==> config.mk <==
export PLATFORM = sky130hd
export DESIGN_NAME = twi_frame_capture
export DESIGN_NICKNAME = d
export VERILOG_FILES = /design/src/rtl/twi_monitor_pkg.sv /design/src/rtl/twi_line_filter.sv /design/src/rtl/twi_frame_capture.sv
export SDC_FILE = /design/constraint.sdc
export NUM_CORES = 1
export LEC_CHECK = 0
export CAP_MARGIN = 15
export CORE_MARGIN = 1
export CORE_UTILIZATION = 30
export CTS_CLUSTER_SIZE = 10
export DETAILED_ROUTE_END_ITERATION = 12
export GPL_ROUTABILITY_DRIVEN = 0
export SYNTH_ARGS = -nofsm -noshare
export SYNTH_HDL_FRONTEND = slang
export SYNTH_SLANG_ARGS = --single-unit
==> constraint.sdc <==
create_clock -name clk -period 4.9 [get_ports clk]
set_input_delay 0.735 -clock clk [delete_from_list [all_inputs] [get_ports clk]]
set_output_delay 0.735 -clock clk [all_outputs]
set_load 0.02 [all_outputs]
==> src/rtl/twi_monitor_pkg.sv <==
// twi_monitor_pkg: bus state, frame layout and frame packing shared by the TWI capture logic
package twi_monitor_pkg;
  typedef enum logic [1:0] {ST_IDLE, ST_ADDR, ST_DATA} bus_state_t;
  localparam int FRAME_W  = 18;
  localparam int ADDR_MSB = 17;
  localparam int ADDR_LSB = 10;
  localparam int ADDR_ACK = 9;
  localparam int DATA_MSB = 8;
  localparam int DATA_LSB = 1;
  localparam int DATA_ACK = 0;
  function automatic logic [FRAME_W-1:0] pack_frame(logic [7:0] a, logic a_ack, logic [7:0] d, logic d_ack);
    logic [FRAME_W-1:0] f;
    f = '0;
    f[ADDR_MSB:ADDR_LSB] = a;
    f[ADDR_ACK]          = a_ack;
    f[DATA_MSB:DATA_LSB] = d;
    f[DATA_ACK]          = d_ack;
    return f;
  endfunction
endpackage

==> src/rtl/twi_line_filter.sv <==
// twi_line_filter: 2-FF synchronizer followed by a stability filter; output only follows
// the line after FILTER_LEN consecutive identical samples.
module twi_line_filter #(
  parameter int FILTER_LEN = 3
) (
  input  logic clk,
  input  logic rst_n,
  input  logic i_line,
  output logic o_line
);
  localparam int CW = $clog2(FILTER_LEN + 1);
  logic [1:0]    r_sync;
  logic [CW-1:0] r_cnt;
  always_ff @(posedge clk or negedge rst_n)
    if (!rst_n) begin
      r_sync <= 2'b11;
      r_cnt  <= '0;
      o_line <= 1'b1;
    end else begin
      r_sync <= {r_sync[0], i_line};
      if (r_sync[1] == o_line) r_cnt <= '0;
      else if (r_cnt == CW'(FILTER_LEN - 1)) begin
        o_line <= r_sync[1];
        r_cnt  <= '0;
      end else r_cnt <= r_cnt + 1'b1;
    end
endmodule

==> src/rtl/twi_frame_capture.sv <==
// twi_frame_capture: passive TWI sniffer assembling {addr, ack, data, ack} frames and
// presenting them through a level handshake with a one-deep pending buffer.
module twi_frame_capture
  import twi_monitor_pkg::*;
#(
  parameter int FILTER_LEN = 3
) (
  input  logic               clk,
  input  logic               reset,
  input  logic               enable,
  input  logic               scl_in,
  input  logic               sda_in,
  input  logic               TX_available,
  output logic [FRAME_W-1:0] frame,
  output logic               new_data_ready,
  output logic               overrun,
  output logic               bus_active
);
  bus_state_t         r_state, w_next;
  logic               w_scl, w_sda, r_scl_d, r_sda_d;
  logic               w_start, w_stop, w_shift_en, w_last, w_done, w_free;
  logic [7:0]         r_shift, r_addr;
  logic               r_addr_ack;
  logic [3:0]         r_cnt;
  logic [FRAME_W-1:0] r_pend, w_frame_new;
  logic               r_pend_v;

  twi_line_filter #(.FILTER_LEN(FILTER_LEN)) u_scl (.clk(clk), .rst_n(reset), .i_line(scl_in), .o_line(w_scl));
  twi_line_filter #(.FILTER_LEN(FILTER_LEN)) u_sda (.clk(clk), .rst_n(reset), .i_line(sda_in), .o_line(w_sda));

  assign w_start     = enable & w_scl & r_sda_d & ~w_sda;
  assign w_stop      = enable & w_scl & ~r_sda_d & w_sda;
  assign w_shift_en  = enable & w_scl & ~r_scl_d & (r_state != ST_IDLE) & ~w_start & ~w_stop;
  assign w_last      = r_cnt == 4'd8;
  assign w_free      = ~new_data_ready & TX_available;
  assign w_frame_new = pack_frame(r_addr, r_addr_ack, r_shift, w_sda);

  always_ff @(posedge clk or negedge reset)
    if (!reset) r_state <= ST_IDLE;
    else r_state <= w_next;

  always_comb
    w_next = !enable ? ST_IDLE :
             w_start ? ST_ADDR :
             w_stop  ? ST_IDLE :
             (w_shift_en && w_last && r_state == ST_ADDR) ? ST_DATA : r_state;

  always_comb begin
    bus_active = r_state != ST_IDLE;
    w_done     = w_shift_en && w_last && r_state == ST_DATA;
  end

  // The 9th bit of a byte is the ACK: it is captured separately and never shifted in
  always_ff @(posedge clk or negedge reset)
    if (!reset) begin
      r_scl_d    <= 1'b1;
      r_sda_d    <= 1'b1;
      r_shift    <= '0;
      r_cnt      <= '0;
      r_addr     <= '0;
      r_addr_ack <= 1'b0;
    end else begin
      r_scl_d <= w_scl;
      r_sda_d <= w_sda;
      if (w_start) r_cnt <= '0;
      else if (w_shift_en) begin
        r_cnt <= w_last ? 4'd0 : r_cnt + 4'd1;
        if (!w_last) r_shift <= {r_shift[6:0], w_sda};
        if (w_last && r_state == ST_ADDR) begin
          r_addr     <= r_shift;
          r_addr_ack <= w_sda;
        end
      end
    end

  always_ff @(posedge clk or negedge reset)
    if (!reset) begin
      frame          <= '0;
      new_data_ready <= 1'b0;
      overrun        <= 1'b0;
      r_pend         <= '0;
      r_pend_v       <= 1'b0;
    end else begin
      if (new_data_ready && !TX_available) new_data_ready <= 1'b0;
      if (w_free) begin
        if (r_pend_v) begin
          frame          <= r_pend;
          new_data_ready <= 1'b1;
          r_pend_v       <= w_done;
          if (w_done) r_pend <= w_frame_new;
        end else if (w_done) begin
          frame          <= w_frame_new;
          new_data_ready <= 1'b1;
        end
      end else if (w_done) begin
        if (!r_pend_v) begin
          r_pend   <= w_frame_new;
          r_pend_v <= 1'b1;
        end else overrun <= 1'b1;
      end
    end
endmodule

---- Word-level counts from Yosys, hierarchy flattened ----
Index checks and enable logic that the tools add are counted.
operators by class
  mux-type cells .......................... 24
  multiply operators ...................... 0
  magnitude comparators ................... 0
  reductions and logical operators ........ 17
  $add $sub $neg .......................... 3
  bitwise logic cells ..................... 20
  divide/modulo/power cells ............... 0
  shifts and indexed selects .............. 0
  equality and inequality tests ........... 11
operators by type and width
  cell                                                                    number
  18-bit two-way mux                                                      6
  2-bit two-way mux                                                       8
  4-bit two-way mux                                                       3
  1-bit bitwise AND                                                       10
  1-bit NOT                                                               10
  3-bit AND reduction                                                     3
  2-bit nonzero test                                                      4
  1-bit two-way mux                                                       7
  2-bit equality test (second input constant)                             3
  2-bit AND reduction                                                     3
  1-bit logical AND                                                       5
  2-bit by 1-bit adder with 2-bit output (second input constant)          2
  4-bit by 1-bit adder with 4-bit output (second input constant)          1
  4-bit equality test (second input constant)                             1
  2-bit != test (second input constant)                                   2
  4-bit by 1-bit != test with 1-bit output (second input constant)        1
  4-bit AND reduction                                                     1
  1-bit equality test                                                     2
  2-bit by 1-bit equality test with 1-bit output (second input constant)  1
  2-bit by 1-bit != test with 1-bit output (second input constant)        1
  1-bit zero test                                                         1
storage, ports and cells
  bits in read-only memories .............. 0
  bits in registers ....................... 74
  logic and storage cells ................. 93
  memories kept ........................... 0
  input bits .............................. 6
  latch bits .............................. 0
  output and inout bits ................... 21
  RAM bits ................................ 0

---- Longest topological paths before layout ----
Gate-level depths: netlist of run 1.
  depth after elaboration ................. 12
  mapped depth ............................ 8
  depth with buffers taken out ............ 6

---- Modules after synthesis ----
Synthesis of run 1 repeated with hierarchy kept, for this count alone.
second synthesis, totals
  cells, all modules ...................... 213
  area total of the unflattened synthesis .. 3,165.5 µm²
modules (own cells, without submodules)
  module             sequential area each (µm²)  area each (µm²)  cells each  times used
  twi_frame_capture  1,604.0                     2,807.7          193         1
  twi_line_filter    128.9                       178.9            10          2

---- Worst setup path before layout of run 1 ----
Ideal clock, no wire load.
  path type ............................... input to register
  start point ............................. in enable
  end point ............................... reg frame[10]
  library setup time ...................... 0.125 ns
  setup slack ............................. 2.827 ns
  buffers on the path ..................... 2
  required time ........................... 4.775 ns
  data arrival time ....................... 1.948 ns
  stages .................................. 6
  cells stage by stage .................... nand3b_4 nor4_4 o21a_1 buf_6 buf_12 mux2_4
between the ends
  longest elaborated chain between the ends .. 10
  elaborated cells between the ends (all ways) .. 15
ends and longest elaborated chain
  item                                    RTL line                                                                   RTL
  start: declaration                      twi_frame_capture.sv:10                                                    input logic enable,
  1-bit bitwise AND *                     twi_frame_capture.sv:31, twi_frame_capture.sv:32, twi_frame_capture.sv:33
  1-bit bitwise AND (2 in series)         twi_frame_capture.sv:31                                                    assign w_start = enable & w_scl & r_sda_d & ~w_sda;
  1-bit NOT (no source line)              --
  1-bit bitwise AND                       twi_frame_capture.sv:33                                                    assign w_shift_en = enable & w_scl & ~r_scl_d & (r_state != ST_IDLE) & ~w_start & ~w_stop;
  1-bit bitwise AND *                     twi_frame_capture.sv:33
  1-bit logical AND * (2 in series)       twi_frame_capture.sv:50                                                    w_done = w_shift_en && w_last && r_state == ST_DATA;
  2-bit nonzero test (no source line) *   --
  2-bit AND reduction (no source line) *  --
  end signal: assignment                  twi_frame_capture.sv:87                                                    frame <= r_pend;
  end signal: assignment                  twi_frame_capture.sv:92                                                    frame <= w_frame_new;
  end: declaration                        twi_frame_capture.sv:14                                                    output logic [FRAME_W-1:0] frame,
Every way passes the cells marked *; elsewhere a longest branch is shown, timed or not.
A chain may end at the register's enable or synchronous reset.

---- Worst setup path in the final report of run 1 ----
  start point ............................. in enable
  end point ............................... reg frame[2]
Same word-level chain as after synthesis.

==> results of run 1 <==
[sequential cells by signal, summed over array words and instances (netlist names), 2 cells and up]
signal,cells
u_scl.r_cnt,2
u_scl.r_sync,2
u_sda.r_cnt,2
r_state,2
r_cnt,4
frame,18
r_shift,8
r_pend,18
r_addr,8
u_sda.r_sync,2
[per-layer routing]
layer  track usage  up-vias  part of all wire
li1              -      876                 -
met1         0.151      933              0.48
met4        0.0734        0             0.027
met2         0.165       28              0.46
met5             0        -                 0
met3        0.0353       12             0.038
[stage by stage]
step	power [W]	util	setup WS [ns]	cell area (sq um)	hold WS [ns]
after global placement	0.000901	0.350	1.59	3670	0.346
after detailed placement	0.000911	0.350	1.48	3670	0.348
after global routing	0.00144	0.368	1.74	3870	0.359
after floorplan	0.000854	-	2.83	3310	0.345
after CTS	0.00139	0.368	1.87	3870	0.358
final	0.00137	0.368	1.91	3870	0.357
[critical path, delay by kind of cell]
kind                   cells  cell delay (ns)
AOI/OAI and AO/OA          1             0.85
buffers and inverters      1             0.62
and+or+nand+nor            2             0.60
muxes                      1             0.42
[power by group]
group	total [W]	switching (W)	internal, W
sequential	0.000724	0.0000620	0.000662
combinational	0.000172	0.0000960	0.0000757
clock	0.000471	0.000222	0.000249
[Yosys cell counts, types with 2 or more instances]
| cell type | count | area (sq um) |
|---|---|---|
| nor4_4 | 2 | 42.5 |
| o21bai_1 | 3 | 22.5 |
| inv_1 | 5 | 18.8 |
| mux2_4 | 11 | 165 |
| and3b_1 | 2 | 17.5 |
| a21oi_1 | 5 | 25.0 |
| xnor2_1 | 4 | 35.0 |
| o21a_1 | 2 | 15.0 |
| nor2b_1 | 3 | 18.8 |
| buf_2 | 2 | 10.0 |
| dfstp_2 | 8 | 210 |
| mux2_2 | 59 | 664 |
| o2111ai_1 | 2 | 17.5 |
| o21ai_0 | 4 | 20.0 |
| nor3_1 | 5 | 25.0 |
| nand2b_1 | 2 | 12.5 |
| nor4_1 | 2 | 12.5 |
| nand2_1 | 5 | 18.8 |
| clkbuf_1 | 4 | 15.0 |
| nor2_1 | 4 | 15.0 |
| o31ai_1 | 2 | 15.0 |
| buf_6 | 2 | 22.5 |
| dfrtp_1 | 66 | 1650 |
| nand3b_4 | 2 | 40.0 |
| ha_1 | 2 | 25.0 |
| nand3_1 | 2 | 10.0 |
[worst min path at each step]
| stage | startpoint | end | slack, ns | cells past startpoint |
|---|---|---|---|---|
| 3_5_place_dp | u_sda.r_sync[0] | u_sda.r_sync[1] | 0.35 | 0 |
| 6_report | u_sda.r_sync[0] | u_sda.r_sync[1] | 0.36 | 0 |
| 4_1_cts | u_sda.r_sync[0] | u_sda.r_sync[1] | 0.36 | 0 |
| 3_3_place_gp | u_scl.r_sync[0] | u_scl.r_sync[1] | 0.35 | 0 |
| 5_1_grt | u_sda.r_sync[0] | u_sda.r_sync[1] | 0.36 | 0 |
| 2_1_floorplan | u_scl.r_sync[0] | u_scl.r_sync[1] | 0.35 | 0 |
[cells by family after synthesis]
kind of cell,after synthesis,share of synthesized area
flops,74,0.563
mux,70,0.251
simple gates,34,0.0765
compound gates,26,0.0556
buf+inv,15,0.0273
xor+xnor,5,0.0189
fa+ha+maj,2,0.00757
[area by class of cell]
type | instances | area [sq um] | area share
clock buffers | 12 | 145 | 0.0375
clock inverters | 4 | 51.3 | 0.0133
inverters | 6 | 22.5 | 0.00582
multi-input cells | 137 | 1350 | 0.350
flip-flops and latches | 74 | 1860 | 0.481
well taps | 136 | 170 | 0.0440
repair buffers | 27 | 265 | 0.0685
[cells in the final DEF, fill, tap and decap left out, types with 3 or more instances in the layout]
master,Yosys,routed
dfrtp_1,66,66
mux2_2,59,59
clkdlybuf4s50_1,0,25
mux2_4,11,11
clkbuf_8,0,10
dfstp_2,8,8
inv_1,5,5
nor3_1,5,5
a21oi_1,5,5
nand2_1,5,5
xnor2_1,4,4
nor2_1,4,4
o21ai_0,4,4
nor2b_1,3,3
o21bai_1,3,3
==> run metrics, run 1 <==
status=finished clean; Post CTS Setup Buffer Count=0; Period Utilization, post-route=0.610; drt wl/cell=14.2 microns; die height=around 110 microns; post-synthesis cell count=around 230; Critical Path End=frame[2]; port buffer count=26; Post-CTS Resized=0; Post-Syn Nets=234; most used flip-flop cell after synthesis=dfrtp_1; R2R depth=6; total negative slack=0 ns; Hold Buf Count CTS=0; CP Cell Sequence=clkdlybuf4s50_1, nand3b_4, nor4_4, o21a_1, mux2_2; Slew headroom=0.324; P&R area growth vs syn=17.1%; Max FO, Critical Path=18; Fin. Hold Viols=0; P per Cell Area=353 nW/um^2; Tot GR Track Use=0.115; Critical Path Start=enable; R2R Path End=frame[2]; unrepaired setup endpoints after global routing=false; DP Wirelength=3540 microns; slowest library cell on the worst path=o21a_1; largest buffer count on any clock path=2; Worst Clk Skew=0.0120 ns; Clk Tree Root Cell=clkbuf_8; Seq/Total Area, Yosys=0.563; Routed WL=5630 microns; DR vias/cell=roughly 4.7; Worst setup SP type=input pin; Hold WC Path Type=reg -> reg; number of antenna violations at the first check in global routing=0; Post-route DRC=0; CP max stage delay=roughly 0.85 ns; boundary pin count=27; fillers=996; placed insts=380; Critical Path RT=5.13 ns; worst reg-to-reg setup slack=2.18 ns; reg2reg start=r_cnt[1]; share of layout cells above drive strength 1=0.400; nets@finish=263; number of synthesized flops with an enable pin=0; first-pass GRT wire length=9960 microns; Placeable Area=10500 sq um; yosys synthesis warning count=0; TritonCTS Sinks=74; achievable frequency=334 MHz; post-synth cell types=42; Num CTS Buffers=9; starting density of the core=0.315; Final setup viols=0; CTS tree=done; post-route insts no fill=approximately 400; FP Rows=37; Syn Area/Cell=14.6 sq um; Syn Std Cell Area=3310 sq um; critical path class=in -> reg; Seq cells post-synth=74; slew at the pin closest to its max-slew limit=1.01 ns; total number of vias=1849; Die X=107 microns; Crit. End Element=flop; clock slew at reported path FFs=~0.070 ns; clk_lat worst skew=0.36 ns; initial drt markers=just over 80; DRT Pass-1 Iters=4; antenna-violating nets left=0; asr flop ratio synth=1.00; Max Slew Vio Count=0; min Tclk post-route=2.99 ns; Pleak=around 1.8 nW; CP arrival=3.23 ns; Max-Cap Viols=0; worst ir drop on vdd=172 uV; vias in the first global route=1972; H-Tree Depth=3; die area=11400 sq um; Remaining Overflow, GRT=0; n_diodes=0; largest net degree at the start of global routing=75
Note: power is estimated with default switching activity, not from simulation.
==> inputs of run 2 (changes only) <==
==> constraint.sdc (replaced) <==
create_clock -name clk -period 2.85 [get_ports clk]
set_input_delay 0.4275 -clock clk [delete_from_list [all_inputs] [get_ports clk]]
set_output_delay 0.4275 -clock clk [all_outputs]
set_load 0.02 [all_outputs]
==> run 2 against run 1 <==
Highest routed layer unchanged. Clock-buffer cell count decreased by 2. Largest power group unchanged. Register-to-register slack got worse by 1.5 ns. Cell count increased by 1.3%. Via count decreased by 0.38%. Total power increased by 70%.
==> run metrics, run 2 (synthesis results as in run 1) <==
nets@finish=268 (+1.9%); antenna-violating nets left=0 (unchanged); largest buffer count on any clock path=2 (unchanged); Period Utilization, post-route=0.747; worst ir drop on vdd=224 uV (+30%); achievable frequency=469 MHz; cell family with most CP delay=flip-flops; Post-CTS Resized=0 (unchanged); n_diodes=0 (unchanged); vias in the first global route=1847 (-6.3%); H-Tree Depth=3 (unchanged); post-route design area=3900 sq um (+0.68%); boundary pin count=27 (unchanged); Post-route DRC=0 (unchanged); Worst Clk Skew=0.00558 ns (-0.00641 ns); Tot Pwr=0.00232 W (+70%); Tot GR Track Use=0.113 (-0.00235); Post CTS Setup Buffer Count=0 (unchanged); Pleak=1.81 nW (+1.5%); CTS tree=done; P per Cell Area=595 nW/um^2 (+69%); placed cell area=3710 sq um (+1.0%); Fin. Hold Viols=0 (unchanged); fillers=998 (+0.20%); Num CTS Buffers=9 (unchanged); total negative slack=0 ns (unchanged); die area=11400 sq um (unchanged); Die X=107 microns (unchanged); CP arrival=2.37 ns (-0.86 ns); Crit. End Element=flop; Hold WC Path Type=in -> async; Max-Cap Viols=0 (unchanged); Max FO, Critical Path=18 (unchanged); Worst setup SP type=flop; Hold Slack=0.208 ns (-0.149 ns); Final Core Density=0.371 (+0.00250); Routed WL=5750 microns (+2.2%); starting density of the core=0.315 (unchanged); share of layout cells above drive strength 1=0.415 (+0.0151); Remaining Overflow, GRT=0 (unchanged); Hold Buf Count CTS=0 (unchanged); worst reg-to-reg setup slack=0.72 ns (-1.46 ns); FP Rows=37 (unchanged); CP max stage delay=0.44 ns (-0.41 ns); number of antenna violations at the first check in global routing=0 (unchanged); drt wl/cell=14.3 microns (+0.97%); Max Slew Vio Count=0 (unchanged); Clk Tree Root Cell=clkbuf_8; unrepaired setup endpoints after global routing=false; clk_lat worst skew=0.35 ns (about the same); Largest regs=frame (18), r_pend (18); CP Cell Sequence=inv_1, ha_1, nand3b_4, nor4_4, o21a_1, buf_4, mux2_2; port buffer count=26 (unchanged); number of buffers and inverters on the critical path=2 (+1); status=finished clean; first-pass GRT wire length=9740 microns (-2.3%); most common cell after layout, fill and taps aside=dfrtp_1; Final setup viols=0 (unchanged); slew at the pin closest to its max-slew limit=0.924 ns (-0.0900 ns); P&R area growth vs syn=17.9%; Slew headroom=0.384 (+0.0600); largest net degree at the start of global routing=75 (unchanged); Critical Path RT=3.09 ns (-2.04 ns); commonest cells after routing, fill and taps aside=66 x dfrtp_1, 59 x mux2_2, 25 x clkdlybuf4s50_1; initial drt markers=68 (-16%); critical path class=reg -> reg; clock slew at reported path FFs=0.08 ns (about the same); slowest library cell on the worst path=dfrtp_1; DP Wirelength=3690 microns (+4.2%); TritonCTS Sinks=74 (unchanged); total number of vias=1842 (-0.38%); DRT Pass-1 Iters=4 (unchanged); Placeable Area=10500 sq um (unchanged); min Tclk post-route=between 2 and 2.5 ns; DR vias/cell=4.59 (-1.6%); die height=107 microns (unchanged)
==> run 2: cell types whose count changed in the layout (fill, tap and decap cells not counted), sizes merged <==
| cell | delta |
|---|---|
| clkbuf | -2 |
| buf | +5 |
| clkinv | +2 |
==> run 2: report_power, final <==
group | switching (W) | internal, W | total (W)
sequential | 0.000106 | 0.00114 | 0.00124
clock | 0.000378 | 0.000398 | 0.000776
combinational | 0.000168 | 0.000131 | 0.000299
==> run 2: final timing paths <==
check                                  end       startpoint  cells after the start
min in group clk           u_scl.r_sync[1]  u_scl.r_sync[0]                      0
min                         u_sda.r_cnt[0]            reset                      1
max reg2reg                       frame[7]         r_cnt[1]                      7
min reg2reg                u_scl.r_sync[1]  u_scl.r_sync[0]                      0
max                               frame[7]         r_cnt[1]                      7
max in group asynchronous        r_addr[7]            reset                      1
==> run 2: per-stage QoR <==
stage | setup WS (ns) | instances
3_5_place_dp | 0.377 | 385
5_1_grt | 0.550 | 401
2_1_floorplan | 0.812 | 226
3_3_place_gp | 0.451 | 385
6_report | 0.720 | 401
4_1_cts | 0.704 | 401
==> run 2: per-layer routing <==
| layer | up-vias | part of all wire | GRT usage | wire length [microns] |
|---|---|---|---|---|
| met5 | - | 0 | 0 | 0 |
| met4 | 0 | 0.026 | 0.0675 | 149 |
| li1 | 884 | - | - | - |
| met2 | 27 | 0.44 | 0.155 | 2540 |
| met1 | 922 | 0.49 | 0.155 | 2820 |
| met3 | 9 | 0.042 | 0.0334 | 243 |
==> run 2: layout make-up <==
type	count	area, sq um	share of cell area
clock inverter	6	57.6	0.0148
multi-input combinational	137	1350	0.347
timing repair buffer	32	303	0.0777
sequential	74	1860	0.478
tap	136	170	0.0437
inverter	6	22.5	0.00578
clock buffer	10	128	0.0328
==> inputs of run 3 (changes only) <==
==> constraint.sdc (replaced) <==
create_clock -name clk -period 1.8 [get_ports clk]
set_input_delay 0.27 -clock clk [delete_from_list [all_inputs] [get_ports clk]]
set_output_delay 0.27 -clock clk [all_outputs]
set_load 0.02 [all_outputs]
==> run 3 against run 2 <==
The run now ends with setup timing left. Utilization is 3.9 points higher. Largest power group unchanged. Design area rose by 10%. Largest cell class unchanged. Die area stayed put. Critical endpoint is now r_shift[2]. Critical path type unchanged. Flip-flop and latch count did not move.
==> run metrics, run 3 (synthesis results as in run 1) <==
status=finished with violations; failing checks=setup timing; Slew headroom=0.689 (+0.305); H-Tree Depth=3 (unchanged); DP Wirelength=3990 microns (+8.3%); TritonCTS Sinks=74 (unchanged); P per Cell Area=950 nW/um^2 (+60%); Critical Path RT=2.03 ns (-1.06 ns); Crit. End Element=flop; boundary pin count=27 (unchanged); sw frac=0.276 (-0.00509); Worst setup SP type=flop; FP Rows=37 (unchanged); Hold WC Path Type=in -> reg; most common cell after layout, fill and taps aside=dfrtp_1; DRT Pass-1 Iters=4 (unchanged); Max-Cap Viols=0 (unchanged); placed cell area=3880 sq um (+4.6%); fillers=950 (-4.8%); Pleak=1.96 nW (+8.6%); critical path class=reg -> reg; Die X=107 microns (unchanged); antenna-violating nets left=0 (unchanged); Num CTS Buffers=9 (unchanged); worst ir drop on vdd=398 uV (+77%); Max FO, Critical Path=5 (-13); first-pass GRT wire length=10200 microns (+4.7%); largest net degree at the start of global routing=36 (-52%); clock slew at reported path FFs=0.08 ns (about the same); die area=11400 sq um (unchanged); CP arrival=2.06 ns (-0.31 ns); n_diodes=0 (unchanged); nets@finish=291 (+8.6%); Clk Tree Root Cell=clkbuf_8; Tot GR Track Use=0.116 (+0.00354); initial drt markers=75 (+10%); DR vias/cell=4.67 (+1.6%); Max Slew Vio Count=0 (unchanged); P_int=0.00296 W (+77%); starting density of the core=0.315 (unchanged); Period Utilization, post-route=1.02 (+0.272); Routed WL=6350 microns (+10%); drt wl/cell=15.0 microns (+4.4%); commonest cells after routing, fill and taps aside=66 x dfrtp_1, 45 x mux2_2, 25 x mux2_4; Final Core Density=0.409 (+0.0386); Worst Clk Skew=0.0122 ns (+0.00661 ns); Largest regs=frame (18), r_pend (18); sequential power share=0.462 (-0.074); Final setup viols=5 (+5); P_sw=0.00113 W (+73%); CTS tree=done; total number of vias=1979 (+7.4%); combinational power share=0.183 (+0.054); slew at the pin closest to its max-slew limit=0.466 ns (-0.458 ns); Placeable Area=10500 sq um (unchanged); Post-route DRC=0 (unchanged); number of antenna violations at the first check in global routing=0 (unchanged); port buffer count=26 (unchanged); clk_lat worst skew=0.35 ns (about the same); unrepaired setup endpoints after global routing=true; post-route design area=4300 sq um (+10%); P&R area growth vs syn=30.1%; largest buffer count on any clock path=2 (unchanged); achievable frequency=545 MHz (+16%); Fin. Hold Viols=0 (unchanged); Clk pwr share=0.355 (+0.020); Remaining Overflow, GRT=0 (unchanged); min Tclk post-route=1.84 ns (-0.294 ns); share of layout cells above drive strength 1=0.486 (+0.0710); PnR worst setup slack=-0.0358 ns (-0.756 ns); die height=107 microns (unchanged); vias in the first global route=2031 (+10%)
run 3: area by class of cell:
cell class | instances | area, sq um | share of cell area
clock buffer | 10 | 138 | 0.0320
timing repair buffer | 55 | 566 | 0.131
tap | 136 | 170 | 0.0396
sequential | 74 | 1860 | 0.433
inverter | 6 | 22.5 | 0.00524
clock inverter | 6 | 90.1 | 0.0209
multi-input combinational | 137 | 1450 | 0.338
run 3: metal layers:
layer	GRT usage	share of wire	wire, microns
met5	0	0	0
met4	0.0587	0.019	121
met3	0.0322	0.033	209
met2	0.173	0.45	2840
met1	0.155	0.50	3180
run 3: power groups by stage:
stage                     sequential (W)  combinational, W  clock (W)
after global routing             0.00190          0.000820    0.00157
final                            0.00189          0.000748    0.00145
after global placement           0.00191          0.000684          0
after detailed placement         0.00191          0.000708          0
after floorplan                  0.00192          0.000429          0
after CTS                        0.00188          0.000717    0.00149
run 3: worst max-delay path, cell delays in order, from the launching register on:
cell	delay, ns
dfrtp_1	0.37
inv_2	0.06
ha_4	0.17
and3b_2	0.23
nor4_4	0.36
buf_6	0.20
mux2_2	0.33
run 3: worst paths after layout:
check,from,endpoint,slack [ns],cells after the start
max,r_cnt[0],r_shift[2],-0.04,6
min,scl_in,u_scl.r_sync[0],0.33,1
max reg2reg,r_cnt[0],r_shift[2],-0.04,6
min reg2reg,u_sda.r_sync[0],u_sda.r_sync[1],0.36,0
max in group asynchronous,reset,r_pend[4],0.83,3
min in group asynchronous,reset,u_sda.r_cnt[0],0.43,2
run 3: repair_timing:
item | CTS | global route
pin swaps | 0 | 1
gates resized for setup | 3 | 31
buffers inserted | 0 | 1
setup endpoints to repair | 14 | 49
hold endpoints to repair | 25 | 0
hold buffers | 1 | 0
cloned | 0 | 4
run 3: stage by stage:
step | worst slack [ns] | total power (W) | cells | TNS, ns | hold WS (ns)
after floorplan | -0.151 | 0.00235 | 226 | -1.89 | -0.0256
after global placement | -0.245 | 0.00259 | 402 | -10.63 | 0.259
after detailed placement | -0.258 | 0.00262 | 402 | -10.72 | 0.264
after CTS | -0.00629 | 0.00409 | 419 | -0.00629 | 0.312
after global routing | -0.0950 | 0.00429 | 424 | -1.19 | 0.311
final | -0.0358 | 0.00409 | 424 | -0.0542 | 0.327
